## config.mk

```make
export PLATFORM = sky130hd
export DESIGN_NAME = operand_forward_tracker
export DESIGN_NICKNAME = d
export VERILOG_FILES = /design/src/rtl/operand_forward_tracker.sv
export SDC_FILE = /design/constraint.sdc
export NUM_CORES = 1
export LEC_CHECK = 0
export BUFFER_PORTS_ARGS = -buffer_cell sky130_fd_sc_hd__clkbuf_2
export CORE_ASPECT_RATIO = 0.5
export CORE_MARGIN = 2
export CORE_UTILIZATION = 45
export DETAILED_ROUTE_END_ITERATION = 12
export PLACE_DENSITY = 0.7
export SLEW_MARGIN = 20
export SYNTH_ARGS = -nofsm -noshare
export SYNTH_HDL_FRONTEND = slang
export SYNTH_SLANG_ARGS = --single-unit
export TNS_END_PERCENT = 1
```

## constraint.sdc

```tcl
create_clock -name clk -period 4.25 [get_ports clk]
set_input_delay 0.85 -clock clk [delete_from_list [all_inputs] [get_ports clk]]
set_output_delay 0.85 -clock clk [all_outputs]
set_load 0.005 [all_outputs]
```

## src/rtl/operand_forward_tracker.sv

```systemverilog
// operand_forward_tracker
// Execute-stage operand forwarding with a private shift register of
// in-flight writebacks. Each source port takes its value from the youngest
// tracked producer of its register. If that producer is a load whose data has
// not arrived yet, the unit raises a load-use stall. The register file
// supplies the value once the producer has left the tracked window.

module operand_forward_tracker #(
   parameter  int XLEN   = 32,
   parameter  int NPORTS = 2,
   parameter  int DEPTH  = 3,
   localparam int SELW   = $clog2(DEPTH + 1)
) (
   input  logic                   clk,
   input  logic                   reset,
   input  logic                   stall_ext,
   input  logic                   e_valid,
   input  logic                   e_regwrite,
   input  logic [4:0]             e_rd,
   input  logic                   e_is_load,
   input  logic [XLEN-1:0]        e_result,
   input  logic [XLEN-1:0]        m_late_data,
   input  logic [NPORTS*5-1:0]    rs_e,
   input  logic [NPORTS*XLEN-1:0] rf_data,
   output logic [NPORTS*XLEN-1:0] operand,
   output logic [NPORTS*SELW-1:0] fwd_sel,
   output logic                   stall
);

   // One tracked writeback. Array index i holds pipeline stage i+1 (index 0 = M).
   typedef struct packed {
      logic            vld;
      logic [4:0]      rd;
      logic [XLEN-1:0] data;
      logic            rdy;
   } entry_t;

   entry_t            ent_q [DEPTH];
   entry_t            ent_d [DEPTH];
   logic [NPORTS-1:0] port_hazard;

   // Per-port resolution: scan from oldest to youngest so the youngest match is the one that sticks.
   always_comb begin
      // NOTE: every output gets a default before the loop, so no path leaves a value unassigned and no latch is inferred.
      operand     = '0;
      fwd_sel     = '0;
      port_hazard = '0;
      for (int p = 0; p < NPORTS; p++) begin
         operand[p*XLEN +: XLEN] = rf_data[p*XLEN +: XLEN];
         for (int k = DEPTH - 1; k >= 0; k--) begin
            if (ent_q[k].vld && (ent_q[k].rd == rs_e[p*5 +: 5]) && (ent_q[k].rd != 5'd0)) begin
               if (ent_q[k].rdy) begin
                  operand[p*XLEN +: XLEN] = ent_q[k].data;
                  fwd_sel[p*SELW +: SELW] = SELW'(k + 1);
                  port_hazard[p]          = 1'b0;
               end else begin
                  // A younger unready producer hides any older ready one.
                  operand[p*XLEN +: XLEN] = rf_data[p*XLEN +: XLEN];
                  fwd_sel[p*SELW +: SELW] = '0;
                  port_hazard[p]          = 1'b1;
               end
            end
         end
      end
   end

   assign stall = |port_hazard;

   // Next-state shift: age every entry by one stage, fill late load data on the
   // M->W move, and admit the E instruction unless it is held by a hazard.
   always_comb begin
      // NOTE: combinational logic uses blocking '=' so later statements see earlier updates within the same evaluation.
      ent_d = ent_q;
      if (!stall_ext) begin
         for (int k = DEPTH - 1; k >= 1; k--) begin
            ent_d[k] = ent_q[k-1];
         end
         if (ent_q[0].vld && !ent_q[0].rdy) begin
            ent_d[1].data = m_late_data;
            ent_d[1].rdy  = 1'b1;
         end
         if (e_valid && e_regwrite && !stall) begin
            ent_d[0].vld  = 1'b1;
            ent_d[0].rd   = e_rd;
            ent_d[0].data = e_result;
            ent_d[0].rdy  = !e_is_load;
         end else begin
            ent_d[0] = '0;
         end
      end
   end

   // State register with synchronous reset; reset takes priority over the freeze.
   always_ff @(posedge clk) begin
      // NOTE: sequential state uses non-blocking '<=' so every entry updates from the pre-edge values.
      if (reset) begin
         for (int k = 0; k < DEPTH; k++) begin
            ent_q[k] <= '0;
         end
      end else begin
         ent_q <= ent_d;
      end
   end

endmodule

```

* After elaboration in Yosys (flattened, before gate mapping) *
Cells that the tools add are included.

word-level totals
  flip-flop bits (word level) = 117
  bits of input ports = 149
  output and inout port bits = 69

operators by class
  equal/unequal tests = 6
  multiplexer cells = 32
  reductions and logical operators = 22

operators by type and width
  cell                number
  two-way mux 32 bit  12
  two-way mux 39 bit  1
  two-way mux 33 bit  1
  == test 5 bit       6
  two-way mux 2 bit   8
  logical AND 1 bit   15
  nonzero test 5 bit  3
  two-way mux 1 bit   10
  logical NOT 1 bit   3
  OR reduction 2 bit  1

* Depth between registers and ports, before layout *
Gate-level depths: netlist of the first run.

  depth in word-level cells = 10
  depth in mapped cells = 9

* Least setup slack after synthesis of the first run *
No wires, ideal clock.

  path type = input port to output port
  from = input rs_e[0]
  to = output operand[10]
  arrival time = 2445 ps
  required time = 3400 ps
  path slack = 955 ps
  stages on the path = 8
  path buffers = 2
  path through = xor2_1 -> a211o_1 -> or2_2 -> clkbuf_1 -> nor2_1 -> clkbuf_1 -> a31oi_1 -> o221ai_1

between the ends
  longest elaborated chain between the ends = 6
  elaborated cells on any way between the ends = 12
  classes of those cells = eq/ne (3); mux (3); reduce/logical (6)

ends and longest elaborated chain
  what                             line  text
  from (decl)                      23    input logic [NPORTS*5-1:0] rs_e,
  == test 5 bit                    51    if (ent_q[k].vld && (ent_q[k].rd == rs_e[p*5 +: 5]) && (ent_q[k].rd != 5'd0)) begin
  logical AND 1 bit (2 in a row)   51
  two-way mux 32 bit (2 in a row)  51
  two-way mux 32 bit (*)           51
  to (decl)                        25    output logic [NPORTS*XLEN-1:0] operand,

Mark *: on every way between the ends. The rest lies on a longest branch, timed or not.

* Final worst setup path of the first run *
  from = register ent_q[73] (netlist bit)
  to = output operand[11]

between the ends
  longest elaborated chain between the ends = 5
  elaborated cells on any way between the ends = 6
  classes of those cells = eq/ne (1); mux (2); reduce/logical (3)

ends and longest elaborated chain
  what                                 line  text
  from (decl)                          38    entry_t ent_q [DEPTH];
  from (signal assigned)               101   ent_q <= ent_d;
  == test 5 bit                        51
  logical AND 1 bit                    51
  logical AND 1 bit (*)                51
  two-way mux 32 bit (*) (2 in a row)  51

Marked as above.

==> reports/metrics.cfg, run 1 <==
[clock_tree]
clock_tree.root_cell = clkbuf_16
cts_tree = built
holdBufCountCts = 0
postCtsSetupRepairBufs = 0
clockBufferDepth = 2
cts_made_buffers = 17
clk_latency_ns = 0.41
clock-sinks = 117
clkSlewWorstSetupHoldPaths_ns = 0.06
htreeDepth = 4

[critical_path]
cp-start-kind = register
cpPeakStageDelay_ns = 0.81
end_kind = output port
cp.arrival_ns = 3.28
crit_type = register to output port
cpMaxStageDelayCell = a21oi_4
crit_required_ns = 3.40
crit_chain = or4_4, o211a_1, and3_1, buf_12, a21oi_4, o221ai_1, clkbuf_2
cp_max_fo = 37

[place]
port_buffers = 217
dp_hpwl_um = 19600
post-place-ws_ns = 0.153
place.gp.congestion = 0.945

[synthesis]
synth_compound_area_share_pct = 28.6
syn-num-nets = 1240
synthMuxAreaShare_pct = 9.78
synth_cell_type_count = 52
synth_top_family_by_area = compound AO/OA/AOI/OAI gates
synth_top_area_share_pct = 28.6
synth_xor_area_share_pct = 3.21
ys.flop_type = dfxtp_1
avgSynthCellArea_um2 = 7.51
yosysSeqAreaShare_pct = 28.6
ys_seq_elements = 117
ys_warn_count = 0
synthSimpleGateAreaFrac_pct = 22.7
synthAdderAreaFrac_pct = 0
yosysTopAreaCell = dfxtp_1
synth_edf_count = 0
async_reset_ff_share_pct = 0
syn_inst = 1091
synth_area_mm2 = 0.00819
synthTopCellsByArea = dfxtp_1 29%, mux2i_1 9.8%, nor2_1 6.9%, nand2_1 5.4%, o211ai_1 5.0%

[route]
drtAntennaViolNets = 0
drt-initial-drc-count = 854
wl_per_cell_um = 19.9
vias = 9139
firstDrtPassIters = 6
viasPerCell = 6.10
drc_errors = 0
drt_wl_total_um = 29800

[die]
io_pins = 218
die-height_um = 99.4
die_width_um = 195
initial_core_util_pct = 46.5
dieArea_mm2 = 0.0194
num_rows = 34
coreArea_mm2 = 0.0176

[pwr]
p_leak_nw = 4.33
ir_worst_vdd_mv = 0.297
powerDensity_mw_per_mm2 = 279
internal-power_mw = 2.03
power_mw = 2.79
switching_share_pct = 27.3
p_sw_mw = 0.759
clockPowerShare_pct = 46.8
p_comb_share_pct = 12.1
power_frac_seq_pct = 41.1

[final_layout]
fin_util_pct = 56.7
area_growth_syn_to_layout_pct = 21.9
largest_register_ffs = 117
drive_above_1_share_pct = 26.1
regMostFlops = ent_q
fillers = 1668
reg.largest.list = ent_q: 117 flops
antennaDiodeCount = 0
nNetsFinal = 1401

[timing]
setup_violations = 0
worst_hold_slack_ns = 0.489
finalCriticalPeriod_ns = 4.13
fmaxAchievable_mhz = 242
drv_slew = 0
setup_ws_ns = 0.123
rsz0062_at_grt = true
skew_ns = 0.00809
slew_headroom_pct = 24.1
hold_viol = 0
worst_pin_slew_ns = 1.14
finalCritPeriodShare_pct = 97.1

[min_path]
hp-class = register to register

[global_routing]
grt_pass1_vias = 8519
groute.usage.overall_pct = 30.2
gr-total-overflow = 0
grt_pass1_wl_um = 46300
antenna_found_initial = 0
grt_max_degree = 81

[flow_run]
cap_violations = 0

[run_status]
outcome = completed

## cell families (layout without fill, tap and decap cells)
logic type      Yosys count  after routing
simple gates            411            411
compound gates          314            314
buf+inv                 139            313
flops                   117            117
mux                      80             80
xor+xnor                 30             30
## cell usage after synthesis (all sizes together), types with 3 or more instances
| master | count |
|---|---|
| inv | 38 |
| a31oi | 26 |
| o211a | 33 |
| nand3 | 65 |
| or2 | 29 |
| mux2i | 80 |
| xnor2 | 16 |
| nor3 | 5 |
| o31a | 5 |
| nor2 | 150 |
| a311oi | 8 |
| a22oi | 27 |
| o221ai | 27 |
| and3 | 3 |
| xor2 | 14 |
| o211ai | 55 |
| buf | 27 |
| dfxtp | 117 |
| or2b | 15 |
| a211oi | 6 |
| nand4 | 4 |
| nand2 | 118 |
| nand2b | 11 |
| nor4 | 3 |
| o31ai | 38 |
| clkbuf | 74 |
| a21oi | 44 |
| o21ai | 36 |
## per-layer routing
layer	wire, um	share of wire, %	global-route usage (%)
met5	0	0	0
met4	445	1.5	8.87
met3	2720	9.1	5.43
met2	13600	46	47.8
met1	13000	44	42.4
## layout by cell type (no fill, tap or decap), types with 3 or more instances in the layout
cell        instances
a211oi_1            6
a21oi_1            43
a22oi_1            27
a311oi_1            8
a31oi_1            26
and3_1              3
buf_12              4
buf_4              23
clkbuf_16          17
clkbuf_2          215
clkinv_2            4
clkinvlp_4          7
dfxtp_1           116
inv_1              37
inv_6               3
mux2i_1            80
nand2_1           118
nand2b_1           11
nand3_1            63
nand4_1             4
nor2_1            149
o211a_1            33
o211ai_1           54
o21ai_0            35
o221ai_1           17
o221ai_2           10
o31a_1              5
o31ai_1            38
or2_2              29
or2b_1             15
xnor2_1            16
xor2_1             14
## worst paths after layout
check | startpoint | to | slack, ns | cells after the start
hold / removal | ent_q[101] | ent_q[101] | 0.49 | 2
setup / recovery | ent_q[73] | operand[11] | 0.12 | 7
hold reg to reg | ent_q[101] | ent_q[101] | 0.49 | 2
setup reg to reg | ent_q[112] | ent_q[102] | 1.42 | 8
## worst max-delay path, delay by kind of cell (launching register included)
| family | cells | cell delay [ns] |
|---|---|---|
| compound gates | 3 | 1.33 |
| simple gates | 2 | 0.79 |
| flops | 1 | 0.38 |
| buf+inv | 2 | 0.35 |
## area by class of cell
| class | instances | area [um^2] | share of cell area, % |
|---|---|---|---|
| timing repair buffer | 243 | 1330 | 13.4 |
| clock buffer | 17 | 425 | 4.26 |
| multi-input combinational | 835 | 5340 | 53.5 |
| sequential | 117 | 2340 | 23.5 |
| clock inverter | 15 | 108 | 1.08 |
| tap | 234 | 293 | 2.93 |
| inverter | 38 | 143 | 1.43 |
## what timing repair did
item	4_1_cts	5_1_grt
resized for setup	0	1
endpoints found under the hold margin	0	0
endpoints found under the setup margin	0	14
## power by group through the flow
stage	Combinational [mW]	Sequential, mW	Clock [mW]
final	0.337	1.15	1.30
after global routing	0.365	1.15	1.38
after CTS	0.334	1.14	1.31
after detailed placement	0.332	1.17	0
after global placement	0.326	1.17	0
after floorplan	0.182	1.16	0
## per-stage QoR
stage	cell area, um^2	TNS [ns]	instances
global route	9990	-0.161	1499
global placement	9440	0	1467
CTS	9980	0	1499
finish	9990	0	1499
floorplan	8190	0	1091
detailed placement	9440	0	1467
Power figures use the tool's default switching activity.
==> inputs of run 2 (changes only) <==
--- a/constraint.sdc
+++ b/constraint.sdc
@@ -3,2 +3,2 @@
 set_output_delay 0.85 -clock clk [all_outputs]
-set_load 0.005 [all_outputs]
+set_load 0.01 [all_outputs]
==> run 2 against run 1 <==
Net effect: largest cell class unchanged; largest power group unchanged; total power up 8.0%; critical path depth up 1; non-clock buffer count is 7 higher; die area unchanged; sequential share of layout area fell by 0.23 points.
==> reports/metrics.cfg, run 2 (synthesis gave the netlist of run 1 again) <==
[die]
io_pins = 218
initial_core_util_pct = 46.5
dieArea_mm2 = 0.0194
die_width_um = 195
num_rows = 34
die-height_um = 99.4
coreArea_mm2 = 0.0176

[global_routing]
groute.usage.overall_pct = 30.1
grt_max_degree = 73
gr-total-overflow = 0
grt_pass1_vias = 8690
antenna_found_initial = 0
grt_pass1_wl_um = 46200

[final_layout]
layout_common_cells = 215 x clkbuf_2, 149 x nor2_1, 118 x nand2_1
antennaDiodeCount = 0
largest_register_ffs = 117
drive_above_1_share_pct = 26.4
stdcell_count = 1505
reg.largest.list = ent_q: 117 flops
regMostFlops = ent_q
final_common_cell = clkbuf_2
nNetsFinal = 1408
area_growth_syn_to_layout_pct = 23.1

[pwr]
switching_share_pct = 24.9
internal-power_mw = 2.26
powerDensity_mw_per_mm2 = 298
power_frac_seq_pct = 38.1
p_comb_share_pct = 11.7
clockPowerShare_pct = 50.3
ir_worst_vdd_mv = 0.327
p_sw_mw = 0.749
p_leak_nw = 4.40

[timing]
fmaxAchievable_mhz = 241
slew_headroom_pct = 25.3
fin_setup_tns_ns = 0
worst_pin_slew_ns = 1.12
rsz0062_at_grt = true
drv_slew = 0
finalCritPeriodShare_pct = 97.6
setup_violations = 0
skew_ns = 0.0115
hold_viol = 0
finalCriticalPeriod_ns = 4.15

[route]
met3WireLength_um = 2230
firstDrtPassIters = 5
vias = 9163
wl_per_cell_um = 19.7
top_layer_used = met4
drtAntennaViolNets = 0
met2WireLength_um = 13400
drt_wl_total_um = 29700
viasPerCell = 6.09
met1_length_um = 13500
drt-initial-drc-count = 791
drc_errors = 0

[place]
place.gp.congestion = 0.956
port_buffers = 217
dp_hpwl_um = 19900
place_inst = 1473

[clock_tree]
clkSlewWorstSetupHoldPaths_ns = 0.06
holdBufCountCts = 0
ctsResizeCount = 0
cts_made_buffers = 17
clock-sinks = 117
htreeDepth = 4
clockBufferDepth = 2
cts_tree = built
clock_tree.root_cell = clkbuf_16
clk_latency_ns = 0.40
postCtsSetupRepairBufs = 0

[min_path]
hp-class = register to register
whs_path_depth = 2

[critical_path]
rr_worst_depth = 8
end_kind = output port
crit_type = input pin to output port
crit_required_ns = 3.40
cp_max_fo = 27
cp.arrival_ns = 3.30
cp-start-kind = input pin

[flow_run]
cap_violations = 0

[run_status]
outcome = completed

==> run 2: cell types whose count changed in the layout (fill, tap and decap cells not counted), sizes merged <==
cell | before | now
clkinv | 5 | 6
inv | 41 | 38
bufinv | 0 | 4
clkinvlp | 7 | 3
buf | 28 | 35
clkbuf | 232 | 233
==> run 2: worst max-delay path: stages <==
cell and delay (ns):
clkbuf_2 0.12, xor2_1 0.15, nor4_2 0.43, nand3_1 0.17
and2_1 0.21, a21oi_4 0.87, o221ai_1 0.29, clkbuf_2 0.19
==> run 2: final timing paths <==
| check | from | to | slack (ns) |
|---|---|---|---|
| worst max-delay path | rs_e[0] | operand[8] | 0.10 |
| worst min-delay path | ent_q[102] | ent_q[102] | 0.48 |
| worst max register to register | ent_q[73] | ent_q[91] | 1.48 |
| worst min register to register | ent_q[102] | ent_q[102] | 0.48 |
==> run 2: layout make-up <==
class / instances / area (um^2)
well taps: 234 / 293
clock buffers: 18 / 429
fillers: 1704 / 7530
clock inverters: 13 / 184
flip-flops and latches: 117 / 2340
repair buffers: 250 / 1360
inverters: 38 / 143
multi-input cells: 835 / 5330
==> run 2: per-layer routing <==
layer	vias to the layer above	track usage (%)
li1	4273	-
met3	44	4.44
met1	4405	42.2
met2	441	48.2
met5	-	0
met4	0	9.28
==> run 2: per-stage QoR <==
stage	hold slack, ns	cell area [um^2]	setup slack (ns)	power, mW	util [%]
2_1_floorplan	0.446	8190	0.881	1.35	-
3_3_place_gp	0.478	9450	0.290	1.51	53.7
3_5_place_dp	0.478	9450	0.122	1.51	53.7
4_1_cts	0.486	10100	0.123	3.02	57.1
5_1_grt	0.510	10100	-0.00234	3.12	57.3
6_report	0.485	10100	0.102	3.01	57.3
==> run 2: power by group through the flow <==
stage	Sequential [mW]	Combinational, mW	Clock (mW)
after floorplan	1.16	0.195	0
after global placement	1.17	0.338	0
after detailed placement	1.17	0.346	0
after CTS	1.14	0.348	1.53
after global routing	1.15	0.381	1.59
final	1.15	0.351	1.51
==> inputs of run 3 (changes only) <==
- CORE_UTILIZATION: 45 -> 58
- PLACE_DENSITY: 0.7 -> 0.87
==> run 3 against run 2 <==
Net effect: sequential cell count is the same; critical path type is now register to output port; first-iteration DRC count is 62% higher; register-to-register slack got worse by 0.03 ns; core utilization rose by 16 points; critical path depth down 2; die area shrank 22%; critical endpoint is now operand[3].
==> reports/metrics.cfg, run 3 (synthesis gave the netlist of run 1 again) <==
[final_layout]
reg.largest.list = ent_q: 117 flops
regArea_mm2 = 0.00234
area_growth_syn_to_layout_pct = 22.6
layout_common_cells = 215 x clkbuf_2, 149 x nor2_1, 118 x nand2_1
multi_input_area_mm2 = 0.00533
stdcell_count = 1458
nNetsFinal = 1402
largest_register_ffs = 117
drive_above_1_share_pct = 26.2
regMostFlops = ent_q
finalInstanceArea_mm2 = 0.0100
final_common_cell = clkbuf_2
antennaDiodeCount = 0
fillers = 1092

[route]
firstDrtPassIters = 6
drc_errors = 0
drtAntennaViolNets = 0
viasPerCell = 6.62
vias = 9658
wl_per_cell_um = 20.3
drt-initial-drc-count = 1284
drt_wl_total_um = 29600

[critical_path]
end_kind = output port
cpPeakStageDelay_ns = 0.88
cp.arrival_ns = 3.31
crit_required_ns = 3.40
rr_worst_depth = 8
cp_max_fo = 27
crit_chain = or4_4, o211a_1, and3_2, a21oi_4, o221ai_1, clkbuf_2
cpMaxStageDelayCell = a21oi_4
crit_type = register to output port
cp-start-kind = register

[timing]
fin_setup_tns_ns = 0
worst_pin_slew_ns = 1.20
rsz0062_at_grt = false
slew_headroom_pct = 19.7
hold_viol = 0
skew_ns = 0.0101
fmaxAchievable_mhz = 240
drv_slew = 0
setup_violations = 0
finalCritPeriodShare_pct = 98.0
finalCriticalPeriod_ns = 4.16

[pwr]
switching_share_pct = 26.4
powerDensity_mw_per_mm2 = 303
ir_worst_vdd_mv = 0.261
p_comb_share_pct = 11.5
clockPowerShare_pct = 50.7
internal-power_mw = 2.24
p_leak_nw = 4.40
p_sw_mw = 0.803
power_frac_seq_pct = 37.8

[global_routing]
grt_max_degree = 80
gr-total-overflow = 0
grt_pass1_vias = 8888
antenna_found_initial = 0
grt_pass1_wl_um = 45300
groute.usage.overall_pct = 38.2

[die]
num_rows = 30
initial_core_util_pct = 59.9
dieArea_mm2 = 0.0151
coreArea_mm2 = 0.0137
die_width_um = 172
io_pins = 218
die-height_um = 88.0

[clock_tree]
clockBufferDepth = 2
clock_tree.root_cell = clkbuf_16
cts_made_buffers = 17
htreeDepth = 4
cts_tree = built
clk_latency_ns = 0.42
clkSlewWorstSetupHoldPaths_ns = 0.06
holdBufCountCts = 0
clock-sinks = 117

[run_status]
outcome = completed

[flow_run]
cap_violations = 0

[min_path]
hp-class = register to register
whs_path_depth = 2

[place]
port_buffers = 217
placed_area_mm2 = 0.00940
place_inst = 1426
place.gp.congestion = 0.955
dp_hpwl_um = 18700

==> run 3: cell types whose count changed in the layout (fill, tap and decap cells not counted), moves of 3 or more <==
cell      delta
clkinv_2     -3
inv_8        +3
inv_6        +3
buf_4        -9
buf_12       +3
==> run 3: layout make-up <==
class | count | share of cell area [%]
Clock buffer | 18 | 4.37
Clock inverter | 14 | 1.91
Inverter | 38 | 1.42
Multi-Input combinational cell | 835 | 53.1
Sequential cell | 117 | 23.3
Tap cell | 192 | 2.39
Timing Repair Buffer | 244 | 13.5
==> run 3: layer usage <==
layer	track usage [%]	vias up	wire length, um
li1	-	4271	-
met1	50.1	4463	11500
met2	62.1	754	13200
met3	6.10	170	3620
met4	19.0	0	1290
met5	0	-	0
==> run 3: power groups by stage <==
stage                     clock network, mW  logic (mW)  registers, mW
final                                  1.54       0.350           1.15
after global routing                   1.59       0.376           1.15
after CTS                              1.54       0.344           1.15
after detailed placement                  0       0.340           1.17
after global placement                    0       0.332           1.17
after floorplan                           0       0.195           1.16
==> run 3: final timing paths <==
path	startpoint	to	slack, ns
worst max-delay path	ent_q[74]	operand[3]	0.09
worst min-delay path	ent_q[101]	ent_q[101]	0.49
worst max register to register	ent_q[112]	ent_q[116]	1.45
worst min register to register	ent_q[101]	ent_q[101]	0.49
==> run 3: repair_timing <==
action	4_1_cts	5_1_grt
resized for setup	0	2
setup endpoints to repair	0	14
buffers inserted	0	0
==> run 3: worst max-delay path: cells and delay by family, from the launching register on <==
| kind | cells | cell delay, ns |
|---|---|---|
| buffers and inverters | 1 | 0.19 |
| flip-flops | 1 | 0.39 |
| AO/OA/AOI/OAI | 3 | 1.43 |
| AND/OR/NAND/NOR | 2 | 0.89 |
==> run 3: stage by stage <==
step	setup WS (ns)	hold slack, ns	util (%)	power, mW
2_1_floorplan	0.881	0.446	-	1.35
3_3_place_gp	0.271	0.472	68.8	1.50
3_5_place_dp	0.155	0.482	68.8	1.51
4_1_cts	0.106	0.488	73.4	3.03
5_1_grt	0.0201	0.513	73.5	3.12
6_report	0.0853	0.488	73.5	3.04
